<file path="config.mk">
export PLATFORM = sky130hd
export DESIGN_NAME = writeback_arbiter
export DESIGN_NICKNAME = d
export VERILOG_FILES = /design/src/rtl/writeback_arbiter.sv
export SDC_FILE = /design/constraint.sdc
export NUM_CORES = 1
export LEC_CHECK = 0
export BUFFER_PORTS_ARGS = -buffer_cell sky130_fd_sc_hd__buf_4
export CAP_MARGIN = 10
export CORE_MARGIN = 3
export CORE_UTILIZATION = 33
export CTS_CLUSTER_SIZE = 28
export DETAILED_ROUTE_END_ITERATION = 12
export PLACE_DENSITY = 0.62
export SLEW_MARGIN = 10
export SYNTH_ARGS = -nofsm -noshare
export SYNTH_HDL_FRONTEND = slang
export SYNTH_HIERARCHICAL = 1
export SYNTH_SLANG_ARGS = --single-unit
</file>
<file path="constraint.sdc">
create_clock -name clk -period 2.58 [get_ports clk]
set_input_delay 0.129 -clock clk [delete_from_list [all_inputs] [get_ports clk]]
set_output_delay 0.129 -clock clk [all_outputs]
set_load 0.1 [all_outputs]
</file>
<file path="src/rtl/writeback_arbiter.sv">
// writeback_arbiter: round-robin arbiter at the X->W boundary. Picks one of
// p_num_units execute-unit results, parks it in a single-entry stage and
// retires it over a val/rdy completion port that also drives the RF write.

// Per-unit front end: slices one unit's fields out of the flattened buses and
// zeroes them when the unit is not valid, so undriven data never reaches the
// selection mux.
module writeback_arbiter_lane #(
    parameter int p_seq_num_bits = 5
) (
    input  logic                                  val,
    input  logic [31:0]                           pc,
    input  logic [p_seq_num_bits-1:0]             seq_num,
    input  logic [4:0]                            waddr,
    input  logic [31:0]                           wdata,
    input  logic                                  wen,
    output logic [32+p_seq_num_bits+5+32+1-1:0]   msg
);
    typedef struct packed {
        logic [31:0]               pc;
        logic [p_seq_num_bits-1:0] seq_num;
        logic [4:0]                waddr;
        logic [31:0]               wdata;
        logic                      wen;
    } msg_t;

    msg_t m;

    // Gate every field with val so stale or unknown data is squashed here.
    always_comb begin
        m = '0;
        if (val) begin
            m.pc      = pc;
            m.seq_num = seq_num;
            m.waddr   = waddr;
            m.wdata   = wdata;
            m.wen     = wen;
        end
    end

    assign msg = m;
endmodule

module writeback_arbiter #(
    parameter int p_num_units    = 2,
    parameter int p_seq_num_bits = 5
) (
    input  logic                                   clk,
    input  logic                                   rst,
    input  logic [p_num_units-1:0]                 x_val,
    output logic [p_num_units-1:0]                 x_rdy,
    input  logic [32*p_num_units-1:0]              x_pc,
    input  logic [p_seq_num_bits*p_num_units-1:0]  x_seq_num,
    input  logic [5*p_num_units-1:0]               x_waddr,
    input  logic [32*p_num_units-1:0]              x_wdata,
    input  logic [p_num_units-1:0]                 x_wen,
    output logic                                   cmp_val,
    input  logic                                   cmp_rdy,
    output logic [31:0]                            cmp_pc,
    output logic [p_seq_num_bits-1:0]              cmp_seq_num,
    output logic [4:0]                             rf_waddr,
    output logic [31:0]                            rf_wdata,
    output logic                                   rf_wen
);
    localparam int PTR_W = $clog2(p_num_units);

    typedef struct packed {
        logic [31:0]               pc;
        logic [p_seq_num_bits-1:0] seq_num;
        logic [4:0]                waddr;
        logic [31:0]               wdata;
        logic                      wen;
    } msg_t;

    msg_t [p_num_units-1:0] lane_msg;
    msg_t                   stage;
    logic                   full;
    logic [PTR_W-1:0]       ptr;
    logic [PTR_W-1:0]       ptr_nxt;
    logic [PTR_W-1:0]       gnt_idx;
    logic                   gnt_any;
    logic                   cmp_fire;
    logic                   can_accept;
    logic                   x_fire;

    for (genvar i = 0; i < p_num_units; i++) begin : gen_lane
        writeback_arbiter_lane #(
            .p_seq_num_bits (p_seq_num_bits)
        ) u_lane (
            .val     (x_val[i]),
            .pc      (x_pc[32*i +: 32]),
            .seq_num (x_seq_num[p_seq_num_bits*i +: p_seq_num_bits]),
            .waddr   (x_waddr[5*i +: 5]),
            .wdata   (x_wdata[32*i +: 32]),
            .wen     (x_wen[i]),
            .msg     (lane_msg[i])
        );
    end

    assign cmp_fire   = full && cmp_rdy;
    // Draining entry frees the slot in the same cycle: flow-through at 1/cycle.
    assign can_accept = !full || cmp_fire;

    // Round-robin search: first valid unit at or above ptr, wrapping modulo N.
    always_comb begin
        int idx;
        idx     = 0;
        gnt_any = 1'b0;
        gnt_idx = '0;
        for (int k = 0; k < p_num_units; k++) begin
            idx = int'(ptr) + k;
            if (idx >= p_num_units) idx = idx - p_num_units;
            if (!gnt_any && x_val[idx]) begin
                gnt_any = 1'b1;
                gnt_idx = PTR_W'(idx);
            end
        end
    end

    // One-hot grant; held off entirely while reset is asserted.
    always_comb begin
        x_rdy = '0;
        if (rst && can_accept && gnt_any) x_rdy[gnt_idx] = 1'b1;
    end

    assign x_fire  = |x_rdy;
    assign ptr_nxt = (gnt_idx == PTR_W'(p_num_units - 1)) ? '0 : gnt_idx + 1'b1;

    // Stage register and pointer: a new capture overrides the drain.
    always_ff @(posedge clk or negedge rst) begin
        if (!rst) begin
            full  <= 1'b0;
            stage <= '0;
            ptr   <= '0;
        end else if (x_fire) begin
            full  <= 1'b1;
            stage <= lane_msg[gnt_idx];
            ptr   <= ptr_nxt;
        end else if (cmp_fire) begin
            full  <= 1'b0;
        end
    end

    assign cmp_val     = full;
    assign cmp_pc      = stage.pc;
    assign cmp_seq_num = stage.seq_num;
    assign rf_waddr    = stage.waddr;
    assign rf_wdata    = stage.wdata;
    // Write only on the retiring cycle, never to x0.
    assign rf_wen      = cmp_fire && stage.wen && (stage.waddr != 5'd0);
endmodule

</file>
# After elaboration in Yosys (flattened, before gate mapping)
# Index checks and enable logic that the tools add are counted.
[classes]
addsub = 4
magnitude_cmp = 6
muxes = 22
reduce_logical = 13
[op_table]
columns = ["cell", "count"]
rows = [
  ["75-bit two-way mux", 4],
  ["32-bit by 3-bit < comparator with 1-bit output (second input constant)", 2],
  ["32-bit two-way mux", 2],
  ["1-bit two-way mux", 14],
  ["1-bit logical AND", 7],
  ["5-bit nonzero test", 1],
  ["1-bit by 2-bit subtractor with 3-bit output (second input constant)", 1],
  ["2-bit by 2-bit subtractor with 3-bit output (second input constant)", 1],
  ["1-bit by 1-bit adder with 2-bit output (second input constant)", 1],
  ["1-bit by 2-bit greater-or-equal comparator with 1-bit output (second input constant)", 1],
  ["2-bit greater-or-equal comparator (second input constant)", 1],
  ["1-bit zero test", 2],
  ["1-bit by 2-bit < comparator with 1-bit output (second input constant)", 1],
  ["2-bit two-way mux", 1],
  ["2-bit nonzero test", 1],
  ["2-bit OR reduction", 1],
  ["1-bit adder (second input constant)", 1],
  ["1-bit demux with 1-bit select", 1],
  ["1-bit greater-or-equal comparator (second input constant)", 1],
  ["1-bit logical OR", 1],
]
[totals]
register_bits = 77
input_bits = 155
output_inout_bits = 78
wordCells = 52

# Depth between registers and ports, before layout
# Gate-level depths: netlist (run 1).
[logic_depth]
ltp_word = 16
depth_mapped = 6
depth_no_buf = 3

# Hierarchy
# Netlist (run 1), hierarchy kept.
[modules_own_cells]
columns = ["module", "instances", "cells_per_inst", "area_per_inst_um2", "seq_area_each_um2"]
rows = [
  ["writeback_arbiter", 1, 348, 4062.6, 1926.8],
  ["writeback_arbiter_lane", 2, 83, 546.8, 0.0],
]

# Least setup slack after synthesis (run 1)
# OpenSTA, ideal clock, no wires.
[synth_path]
path_type = "reg-to-output"
startpoint = "register full, in the netlist cmp_val"
endpoint = "output rf_wen"
t_arrival_ps = 2604
required_ps = 2451
setup_slack_ps = -153
stages_incl_launch_ff = 3
path_buffers = 0
path_cell_list = "dfrtp_1 nand3_1 a21oi_1"
[synth_via]
elab_chain_cells = 3
[synth_lines]
columns = ["item", "line", "text"]
rows = [
  ["start: declaration", "77", "logic full;"],
  ["start signal: assignment", "132", "full <= 1'b0;"],
  ["start signal: assignment", "136", "full <= 1'b1;"],
  ["start signal: assignment", "140", "full <= 1'b0;"],
  ["1-bit logical AND", "100", "assign cmp_fire = full && cmp_rdy;"],
  ["1-bit logical AND (2 in a row)", "150", "assign rf_wen = cmp_fire && stage.wen && (stage.waddr != 5'd0);"],
  ["end: declaration", "63", "output logic rf_wen"],
]
# No other way between the ends.

# Worst setup path after layout (run 1)
[layout_path]
startpoint = "register full, in the netlist cmp_val"
endpoint = "output x_rdy[1]"
[layout_via]
elab_chain_cells = 5
word_cells_on_any_way = 6
cone_classes = "mux: 1; reduce/logical: 5"
[layout_lines]
columns = ["item", "line", "text"]
rows = [
  ["1-bit zero test or 1-bit logical AND (tied branches)", "102, 100", ""],
  ["1-bit logical OR *", "102", "assign can_accept = !full || cmp_fire;"],
  ["1-bit logical AND * (2 in a row)", "123", "if (rst && can_accept && gnt_any) x_rdy[gnt_idx] = 1'b1;"],
  ["2-bit two-way mux *", "123", ""],
  ["end: declaration", "51", "output logic [p_num_units-1:0] x_rdy,"],
]
# Mark *: on every way between the ends. The rest lies on a longest branch, timed or not.

==> results.txt, run 1 <==
Summing the sequential cell areas from Yosys gives 37.4% of the chip area. Internal power: 2.93 mW. Synthesis produced 514 cells. The post-route netlist has 40.0% of its cells at a drive strength greater than 1. The tools report the total met3 wirelength after detailed routing as 1140 microns. The core footprint came out at 15300 sq um. The static power due to leakage is 3.18 nW, and the average footprint of a synthesized cell is 10.0 sq um. TritonCTS built the clock tree. Per report_power, the combinational group accounts for 45.6% of the total. The clock skew after layout is 0.00672 ns, and the first-pass GRT wire length is 22900 microns. The critical path in this run is classified as register to primary output.

For this run, the total global-route usage over all layers was measured as 16.8%. The number of sinks on the clock net was 77; the routed length on met2 was 6920 microns. Prior to clock tree synthesis, the placed netlist has a worst setup slack of 0.637 ns. The number of cell rows was 45; the worst slew slack as a fraction of its limit was 34.6%.

Buffers placed on the I/O ports in this run total 232. In this run, the clock network consumes 26.0% of the power. STA classifies the critical path endpoint as a primary output.

The run gives 9 as the number of buffers created by CTS. The logs give 19 for the count of different cell masters after synthesis and 0 for the number of failing hold endpoints at the final stage. The run gives 0 as the number of antenna violations at the first check in global routing.

The share of the clock period used by the worst path was 83.6%; the yosys synthesis warning count was 6. The run gives 0 as the DRC violations left. Number of vias per cell: 4.98.

The synthesized netlist occupies a cell area of 5160 sq um. Overall routed net length: 14900 microns. The clock latency on the worst-skew pair is 0.33 ns. For the sequential cell fraction of total power, the log shows 28.5%.

The tools report the sort of element at the start of the critical path as a register. The count of TritonRoute iterations in the first routing pass is 4, and the slack of the critical path is 0.423 ns. In this run, placement finished with an instance count of 841.

Setup repair after global routing left no endpoint under its margin. Along the worst path, the maximum fanout reaches 34. Reported net switching power: 2.41 mW. After clock tree synthesis, the clock-pin slew on the worst setup and hold paths is 0.06 ns.

The average routed wire per standard cell was 17.3 microns; the post-cts gate resize count was 0. Setup violations remaining at the end of the flow were counted as 0. After layout, the minimum clock period comes to 2.16 ns. The tools report the effective utilization at floorplan as 33.8%. Pin placement for this block handled 233 I/O pins. Entering global routing, the biggest net connects 79 pins. Number of slew-limit violations in the final report: 0.

The tools report the area of placed instances as 6340 sq um. The actual transition at the worst max-transition pin is 0.981 ns. The floorplan step defined a die boundary enclosing 17200 sq um.

The required time of the critical path is 2.45 ns, and the antenna violation net count after detailed routing is 0. Summing all non-filler instances in the final layout gives an area of 6680 sq um. The antenna cell count is 0, and the post-synthesis register bit count is 77. The run gives 6690 microns as the routed metal-1 wirelength. The logs give 0.000324 V for the largest voltage drop on the vdd net and 221 for the violation count after the first detailed-routing iteration. The die extent in y works out to 131 microns.

The worst hold path belongs to the class primary input to register. At the end of routability-driven placement, the weighted congestion stood at 0.809. The tools report the number of global-route vias before repair as 4391. Once the clock tree was built, the setup fixing pass inserted 0 buffers. Final cell count without fillers: 858. In this run the clock root is driven by a sky130_fd_sc_hd__clkbuf_16.

The net count after synthesis came out at 669. The highest attainable clock frequency is 0.464 GHz, and the number of buffers between clock root and the deepest sink is 2. Relative to the synthesized area, the layout overhead comes to 29.5%.

The flow ran to the end, and the final reports show no timing, DRC or antenna violations. Final hold analysis gives a worst-case slack of 0.142 ns. The final layout contains 797 nets.

The number of maximum-capacitance constraint violations came out at 0. For this design the ratio of total power to cell area is 799 nW/um^2. At the worst endpoint, the arrival time is 2.03 ns. Detailed routing inserted a total of 4277 vias. The logs give 9880 microns for the placed wire-length estimate after detailed placement and 3 for the number of H-tree levels. Switching part of the total power: 45.2%. In this run the horizontal extent of the chip is 131 microns.

In this run the top signal layer used is met4. The logs give 0 ns for the accumulated negative setup slack and 1 for the post-cts hold buffer count. The tools report the residual overflow from global routing as 0.
[layout make-up]
class | count | area [sq um]
fill | 1480 | 8580
multi-input combinational | 312 | 2340
sequential | 77 | 1930
timing repair buffer | 240 | 1820
tap | 211 | 264
clock buffer | 11 | 243
clock inverter | 5 | 83.8
inverter | 2 | 7.51
[worst max-delay path, stage by stage (launching register included)]
cell                       delay [ns]
sky130_fd_sc_hd__dfrtp_1         0.43
sky130_fd_sc_hd__nand2b_4        0.27
sky130_fd_sc_hd__o2111a_2        0.27
sky130_fd_sc_hd__buf_4           0.36
sky130_fd_sc_hd__buf_4           0.37
[cells in the mapped netlist, drive strengths merged]
| cell | number | area [sq um] |
|---|---|---|
| and2 | 150 | 938 |
| buf | 107 | 831 |
| dfrtp | 77 | 1930 |
| a21boi | 75 | 563 |
| a221o | 75 | 751 |
| clkbuf | 16 | 60.1 |
| a21oi | 2 | 10.0 |
| inv | 2 | 7.51 |
| nand2 | 2 | 7.51 |
| nor2 | 2 | 7.51 |
| and4 | 1 | 11.3 |
| nand2b | 1 | 13.8 |
| nand3 | 1 | 5.00 |
| nor3 | 1 | 5.00 |
| o2111a | 1 | 11.3 |
| o21a | 1 | 7.51 |
[final timing paths]
check                      startpoint           to  slack [ns]  cells past startpoint
hold reg to reg                   ptr          ptr        0.55                      2
min in group asynchronous         rst          ptr        0.16                      2
setup / recovery              cmp_val     x_rdy[1]        0.42                      4
hold / removal               x_pc[17]   cmp_pc[17]        0.14                      3
setup reg to reg              cmp_val  rf_wdata[6]        0.74                      4
max in group asynchronous         rst   cmp_pc[15]        1.28                      3
[flip-flops by register name, summed over array words and instances (netlist names)]
signal       flops
rf_waddr         5
cmp_seq_num      5
rf_wdata        32
cmp_pc          32
cmp_val          1
ptr              1
stage            1
[placed cells by master, fill, tap and decap left out]
cell	n
sky130_fd_sc_hd__nor3_1	1
sky130_fd_sc_hd__nand2_1	2
sky130_fd_sc_hd__dlygate4sd3_1	1
sky130_fd_sc_hd__a21oi_2	1
sky130_fd_sc_hd__bufinv_16	2
sky130_fd_sc_hd__clkbuf_1	1
sky130_fd_sc_hd__and4_4	1
sky130_fd_sc_hd__buf_12	1
sky130_fd_sc_hd__o21a_2	1
sky130_fd_sc_hd__clkbuf_8	1
sky130_fd_sc_hd__clkbuf_16	9
sky130_fd_sc_hd__a221o_1	75
sky130_fd_sc_hd__and2_1	150
sky130_fd_sc_hd__nand2b_4	1
sky130_fd_sc_hd__buf_4	238
sky130_fd_sc_hd__clkinv_4	1
sky130_fd_sc_hd__nor2_1	2
sky130_fd_sc_hd__dfrtp_1	77
sky130_fd_sc_hd__a21oi_1	1
sky130_fd_sc_hd__nand3_1	1
sky130_fd_sc_hd__inv_1	2
sky130_fd_sc_hd__a21boi_0	75
sky130_fd_sc_hd__clkinvlp_4	2
sky130_fd_sc_hd__o2111a_2	1
[per-stage QoR]
stage,util (%),total power [mW]
floorplan,-,3.63
global placement,41.6,3.96
detailed placement,41.6,3.98
CTS,43.8,5.39
global route,43.8,5.55
finish,43.8,5.34
[layer usage]
layer  GRT usage [%]  up-vias
met2            26.3      188
li1                -     1997
met5               0        -
met1            23.5     2084
met4            4.78        0
met3            3.37        8
[power by group through the flow]
stage / logic (mW) / registers [mW] / clock network (mW)
2_1_floorplan: 2.13 / 1.49 / 0
3_3_place_gp: 2.42 / 1.54 / 0
3_5_place_dp: 2.45 / 1.53 / 0
4_1_cts: 2.44 / 1.52 / 1.43
5_1_grt: 2.54 / 1.54 / 1.47
6_report: 2.43 / 1.52 / 1.39
[cell families (layout without fill, tap and decap cells)]
kind of cell / after synthesis / after routing / share of synthesized area [%]
AND/OR/NAND/NOR: 158 / 158 / 19.2
flip-flops: 77 / 77 / 37.4
AO/OA/AOI/OAI: 154 / 154 / 26.0
buffers and inverters: 125 / 258 / 17.4
Power figures use the tool's default switching activity.
==> run 2, diff against run 1 <==
--- a/config.mk
+++ b/config.mk
@@ -11,7 +11,7 @@
 export CORE_UTILIZATION = 33
 export CTS_CLUSTER_SIZE = 28
 export DETAILED_ROUTE_END_ITERATION = 12
-export PLACE_DENSITY = 0.62
+export PLACE_DENSITY = 0.64
 export SLEW_MARGIN = 10
 export SYNTH_ARGS = -nofsm -noshare
 export SYNTH_HDL_FRONTEND = slang
==> constraint.sdc (replaced) <==
create_clock -name clk -period 1.9 [get_ports clk]
set_input_delay 0.095 -clock clk [delete_from_list [all_inputs] [get_ports clk]]
set_output_delay 0.095 -clock clk [all_outputs]
set_load 0.1 [all_outputs]
==> run 2 against run 1 <==
Count of clock-buffer cells in the layout grew 1. Largest power group unchanged. Sequential power grew 36%. Die area did not move. Via count is 1.1% higher.
==> results.txt, run 2 (synthesized netlist as in run 1, its figures left out) <==
The flow ran to the end, and the final reports show no timing, DRC or antenna violations. The number of buffers between clock root and the deepest sink was 2 (unchanged); the clock latency on the worst-skew pair was 0.33 ns (about the same). The worst min-delay path class was primary input to register. The logic depth of the worst register-to-register path is 4 (unchanged). The total of endpoints with negative setup slack in the final report was 0 (unchanged).

The share of layout cells above drive strength 1 was 40.6% (+0.55 points); the reg2reg setup slack was 0.27 ns (-0.47 ns). The number of global-route vias before repair is 4523 (+3.0%). The number of vias per cell was 5.00 (+0.37%); the cell total after placement was 847 (+0.71%).

The effective utilization at floorplan is 33.8% (unchanged), and the horizontal extent of the die is 131 microns (unchanged). The most crowded layer after global routing is met2. The run gives 0 (unchanged) as the residual overflow from global routing. For the routing usage on met1, the log shows 22.4% (-1.0 points). Leaving out fill and tap cells, the most frequent cells in the layout are 245 x sky130_fd_sc_hd__buf_4, 150 x sky130_fd_sc_hd__and2_1, 76 x sky130_fd_sc_hd__dfrtp_1, 75 x sky130_fd_sc_hd__a21boi_0, 75 x sky130_fd_sc_hd__a221o_1. The met2 track utilization from global routing is 28.0% (+1.8 points). The tools report the placed wire-length estimate after detailed placement as 10500 microns (+6.3%). The worst slew slack as a fraction of its limit is 35.6% (+0.92 points), and the sequential cell fraction of total power is 28.5% (about the same). The switching part of the total power was 45.0% (-0.20 points); the met3 usage was 4.67% (+1.3 points). The logs give 3.98 mW (+36%) for the internal power and 0 (unchanged) for the DRC violations left. The worst setup path is of the register to primary output kind. The actual transition at the worst max-transition pin came out at 0.967 ns (-0.0138 ns).

Total setup buffers inserted after CTS: 0 (unchanged). The pin count of the biggest net entering global routing was 77 (-2.5%). The tree is rooted in a sky130_fd_sc_hd__clkbuf_16. The power density over the cells was 1080 nW/um^2 (+35%); the required time of the critical path was 1.80 ns (-0.65 ns). The largest fanout of any net on the critical path works out to 8 (-76%). The run gives 803 (+0.75%) as the number of nets at the end of the flow. The die extent in y works out to 131 microns (unchanged). STA classifies the critical path endpoint as a primary output. The clock network power share was 25.7% (-0.3 points); the clock skew after layout was 0.00944 ns (+0.00272 ns).

The tools report the static power due to leakage as 3.21 nW (+0.83%). Accumulated negative setup slack: 0 ns (unchanged). The number of maximum-capacitance constraint violations is 0 (unchanged), and the weighted congestion at the end of routability-driven global placement is 0.789 (-2.5%).

The highest attainable clock frequency is 0.596 GHz, and the clock slew seen by the registers of the worst setup and hold paths is 0.06 ns (about the same). Leaving out fill and tap cells, the most frequent cell in the layout is sky130_fd_sc_hd__buf_4. The time the final worst path needs with I/O delays and setup works out to 1.68 ns. The average routed wire per standard cell was 17.4 microns (+0.59%). The antenna cell count was 0 (unchanged); the first-pass GRT wire length was 23300 microns (+1.5%). Number of antenna violations at the first check in global routing: 0 (unchanged).

The antenna violation net count after detailed routing is 0 (unchanged). Setup repair after global routing left no endpoint under its margin. The overall global routing resource usage was 17.2% (+0.46 points); the power share of the combinational group was 45.9% (+0.3 points).

The layout filler cell count was 1501 (+1.4%). The violation count after the first detailed-routing iteration came out at 238 (+7.7%). The sort of element at the start of the critical path is a register. The routed via count is 4323 (+1.1%), and the final cell count without fillers is 864 (+0.70%). The die area is 17200 sq um (unchanged).

The final critical path takes up 88.3% of the cycle. The number of H-tree levels is 3 (unchanged), and the data arrival time at the worst-slack endpoint is 1.58 ns (-0.45 ns). The run gives 233 (unchanged) as the I/O pin count. Reported net switching power: 3.25 mW (+35%). Number of sinks on the clock net: 77 (unchanged).

The port buffer count works out to 232 (unchanged). The core footprint is 15300 sq um (unchanged). The endpoint of the most critical register-to-register path is cmp_pc[10]. Tracing the worst setup path back leads to its startpoint at cmp_val. The run gives 0 (unchanged) as the number of slew-limit violations in the final report. The largest voltage drop on the vdd net is 0.000454 V (+40%), and the number of cell rows is 45 (unchanged). The number of buffers created by CTS is 9 (unchanged), and the number of failing hold endpoints at the final stage is 0 (unchanged). TritonCTS built the clock tree. The endpoint of the most critical setup path was x_rdy[1].

The overall routed net length is 15100 microns (+1.3%), and the post-synthesis to final-layout area growth is 30.1%. The count of TritonRoute iterations in the first routing pass came out at 4 (unchanged). The startpoint identified for the worst register-to-register timing path is cmp_val.
## run 2: worst max-delay path, cell delays in order, from the launching register on
cell	delay, ns
sky130_fd_sc_hd__dfrtp_4	0.50
sky130_fd_sc_hd__nand2b_4	0.10
sky130_fd_sc_hd__o2111a_2	0.32
sky130_fd_sc_hd__buf_4	0.33
## run 2: worst min-delay path by stage
stage,startpoint,end,cells past startpoint
floorplan,rst,cmp_pc[0],0
global route,x_wdata[58],rf_wdata[26],3
global placement,rst,ptr,1
detailed placement,rst,ptr,1
finish,x_pc[22],cmp_pc[22],3
CTS,rst,ptr,2
## run 2: power groups by stage
stage | Clock [mW] | Combinational (mW) | Sequential (mW)
3_5_place_dp | 0 | 3.34 | 2.07
5_1_grt | 1.97 | 3.45 | 2.09
3_3_place_gp | 0 | 3.31 | 2.08
2_1_floorplan | 0 | 2.90 | 2.03
6_report | 1.85 | 3.31 | 2.06
4_1_cts | 1.90 | 3.33 | 2.06
## run 2: cell type report
class / count / area [sq um] / share of cell area, %
clock buffers: 12 / 246 / 3.67
clock inverters: 4 / 72.6 / 1.08
inverters: 2 / 7.51 / 0.112
multi-input cells: 312 / 2340 / 34.8
flip-flops and latches: 77 / 1930 / 28.8
well taps: 211 / 264 / 3.94
repair buffers: 246 / 1850 / 27.6
## run 2: what timing repair did
action	in CTS	in global routing
gates resized for setup	0	0
hold buffers	1	0
endpoints found under the hold margin	1	0
## run 2: routing by layer
layer / vias to the layer above / wire, microns
met5: - / 0
met4: 0 / 214
met3: 18 / 1170
met2: 182 / 7320
met1: 2107 / 6370
li1: 2016 / -
## run 2: per-stage QoR
stage | total power [mW] | hold WS (ns) | area [sq um] | worst slack [ns] | utilization, %
finish | 7.22 | 0.102 | 6710 | 0.223 | 44.0
global route | 7.51 | 0.0939 | 6710 | 0.177 | 44.0
CTS | 7.30 | 0.0851 | 6710 | 0.212 | 44.0
detailed placement | 5.41 | -0.107 | 6380 | 0.315 | 41.8
global placement | 5.39 | -0.108 | 6380 | 0.355 | 41.8
floorplan | 4.93 | -0.201 | 5170 | 0.0757 | -
==> run 3, diff against run 2 <==
--- a/config.mk
+++ b/config.mk
@@ -8,10 +8,11 @@
 export BUFFER_PORTS_ARGS = -buffer_cell sky130_fd_sc_hd__buf_4
 export CAP_MARGIN = 10
 export CORE_MARGIN = 3
-export CORE_UTILIZATION = 33
+export CORE_UTILIZATION = 43
 export CTS_CLUSTER_SIZE = 28
 export DETAILED_ROUTE_END_ITERATION = 12
-export PLACE_DENSITY = 0.64
+export GPL_TIMING_DRIVEN = 0
+export PLACE_DENSITY = 0.79
 export SLEW_MARGIN = 10
 export SYNTH_ARGS = -nofsm -noshare
 export SYNTH_HDL_FRONTEND = slang
==> run 3 against run 2 <==
Critical path depth rose by 2. The run now ends with hold timing left. Utilization rose by 20 points. Global-route usage grew 6.1 points.
==> results.txt, run 3 (synthesized netlist as in run 1, its figures left out) <==
The worst setup path is captured at a primary output. The logs give 44.6% (+11 points) for the effective utilization at floorplan and 0 (unchanged) for the residual overflow from global routing. The area occupied by multi-input gates was 2340 sq um (about the same).

The worst-case hold slack is -0.360 ns (-0.461 ns), and the clock slew seen by the registers of the worst setup and hold paths is 0.06 ns (about the same). The largest fanout of any net on the critical path is 10 (+2). The run gives 0 (unchanged) as the number of slew-limit violations in the final report. The run gives 11600 sq um (-24%) as the core footprint. In the layout the commonest cells are 305 x sky130_fd_sc_hd__buf_4, 150 x sky130_fd_sc_hd__and2_1, 76 x sky130_fd_sc_hd__dfrtp_1, 75 x sky130_fd_sc_hd__a21boi_0, 75 x sky130_fd_sc_hd__a221o_1. For the number of global-route vias before repair, the log shows 4810 (+6.3%). For the layout filler cell count, the log shows 958 (-36%).

The actual transition at the worst max-transition pin came out at 0.486 ns (-0.481 ns). The logs give 903 (+4.5%) for the final cell count without fillers and 3.71 nW (+16%) for the static power due to leakage. The worst min-delay path class was primary input to async pin. The run gives 5 (+1) as the count of TritonRoute iterations in the first routing pass. The average routed wire per standard cell came out at 17.7 microns (+1.3%). The overall routed net length is 16000 microns (+5.9%). Clock tree synthesis selected as its root buffer the cell sky130_fd_sc_hd__clkbuf_16. The violation count after the first detailed-routing iteration is 442 (+86%), and the share of layout cells above drive strength 1 is 47.1% (+6.5 points).

The run gives 77 (unchanged) as the number of sinks on the clock net. The run gives 889 (+5.0%) as the cell total after placement. The tools report the number of cell rows as 39 (-13%). The routed via count is 4768 (+10%). The clock latency on the worst-skew pair came out at 0.34 ns (about the same). The time the final worst path needs with I/O delays and setup was 1.84 ns (+0.166 ns); the largest voltage drop on the vdd net was 0.000562 V (+24%).

The die extent in y was 116 microns (-12%); the I/O pin count was 233 (unchanged). Sort of element at the start of the critical path: a register. The number of buffers created by CTS came out at 9 (unchanged). The leading cell type in the layout, fill and taps excluded is sky130_fd_sc_hd__buf_4. The number of vias per cell works out to 5.28 (+5.5%). The number of nets at the end of the flow is 912 (+14%). The run gives 1.80 ns (about the same) as the required time of the critical path. The die area is 13300 sq um (-22%). The final reports fail on hold timing. For the clock skew after layout, the log shows 0.00853 ns (-0.000911 ns). For the antenna cell count, the log shows 0 (unchanged). The logs give 24600 microns (+5.4%) for the first-pass GRT wire length and 7090 sq um (+11%) for the area of placed instances. For the pin count of the biggest net entering global routing, the log shows 81 (+5.2%). The category of the most critical setup path was register to primary output. The tools report the placed wire-length estimate after detailed placement as 11700 microns (+11%).

TritonCTS built the clock tree. The tools report the antenna violation net count after detailed routing as 0 (unchanged). The overall global routing resource usage was 23.4% (+6.1 points). The number of buffers between clock root and the deepest sink was 2 (unchanged); the power density over the cells was 1000 nW/um^2 (-7.1%). The finished layout cell area came out at 7390 sq um (+10%). The data arrival time at the worst-slack endpoint is 1.75 ns (+0.17 ns).

The tools report the weighted congestion at the end of routability-driven global placement as 0.859 (+8.8%). The number of failing hold endpoints at the final stage was 77 (+77); the number of antenna violations at the first check in global routing was 0 (unchanged). The run gives 1930 sq um (unchanged) as the area taken by flip-flops and latches.

The tools report the highest attainable clock frequency as 0.543 GHz (-9.0%). Setup repair after global routing left no endpoint under its margin. The port buffer count was 232 (unchanged); the number of maximum-capacitance constraint violations was 0 (unchanged). The horizontal extent of the die is 116 microns (-12%), and the share of the clock period used by the worst path is 97.0% (+8.7 points). The DRC violations left was 0 (unchanged). For the total of endpoints with negative setup slack in the final report, the log shows 0 (unchanged). The number of H-tree levels was 3 (unchanged). The flow ran to the end, but the final reports show violations. Post-synthesis to final-layout area growth: 43.3%. Worst slew slack as a fraction of its limit: 67.6% (+32 points).
## run 3: cell count changes in the layout (fill, tap and decap cells not counted), moves of 2 or more
cell / change
sky130_fd_sc_hd__buf_2: +10
sky130_fd_sc_hd__clkbuf_2: +3
sky130_fd_sc_hd__buf_6: +19
sky130_fd_sc_hd__clkbuf_1: +11
sky130_fd_sc_hd__buf_4: +60
sky130_fd_sc_hd__bufinv_16: -2
sky130_fd_sc_hd__buf_1: +3
## run 3: final cells by class
type	count	share of cell area, %
Timing Repair Buffer	232	23.9
Tap cell	143	2.42
Inverter	2	0.102
Sequential cell	77	26.1
Multi-Input combinational cell	312	31.6
Buffer	123	12.2
Clock inverter	2	0.136
Clock buffer	12	3.47
## run 3: what timing repair did
item / in CTS / in global routing
cloned: 0 / 0
endpoints found under the hold margin: 77 / 77
setup buffers: 0 / 0
gates resized for setup: 4 / 11
endpoints found under the setup margin: 32 / 38
## run 3: critical path: stages (launching register included)
cell,delay (ns)
sky130_fd_sc_hd__dfrtp_4,0.50
sky130_fd_sc_hd__nand2b_4,0.13
sky130_fd_sc_hd__and4_4,0.23
sky130_fd_sc_hd__buf_6,0.11
sky130_fd_sc_hd__clkbuf_4,0.22
sky130_fd_sc_hd__buf_8,0.22
## run 3: worst paths after layout
path / startpoint / to / slack [ns] / depth (start not counted)
worst min register to register: ptr / ptr / 0.55 / 2
worst max-delay path: cmp_val / x_rdy[0] / 0.06 / 5
worst min-delay path: rst / cmp_seq_num[0] / -0.36 / 1
max in group asynchronous: rst / cmp_pc[8] / 1.87 / 1
min in group clk: x_waddr[8] / rf_waddr[3] / 0.10 / 3
worst max register to register: cmp_val / rf_wdata[5] / 0.12 / 5
## run 3: metal layers
layer / part of all wire (%) / wire length, microns / vias to the layer above / global-route usage, %
li1: - / - / 2238 / -
met5: 0 / 0 / - / 0
met4: 1.4 / 227 / 0 / 8.69
met1: 41 / 6550 / 2312 / 30.8
met2: 49 / 7890 / 202 / 37.4
met3: 8.1 / 1300 / 16 / 5.64
## run 3: where the power goes
part | internal, mW | switching [mW]
logic | 1.23 | 2.53
registers | 1.90 | 0.143
clock network | 0.937 | 0.656
## run 3: metrics by stage
step | utilization, % | power, mW | setup WS, ns | setup TNS [ns]
after CTS | 63.7 | 7.43 | 0.00762 | 0
after global placement | 61.3 | 5.77 | -0.509 | -26.50
after floorplan | - | 4.93 | 0.0757 | 0
after global routing | 63.9 | 7.69 | 0.00293 | 0
final | 63.9 | 7.39 | 0.0571 | 0
after detailed placement | 61.3 | 5.81 | -0.600 | -29.90
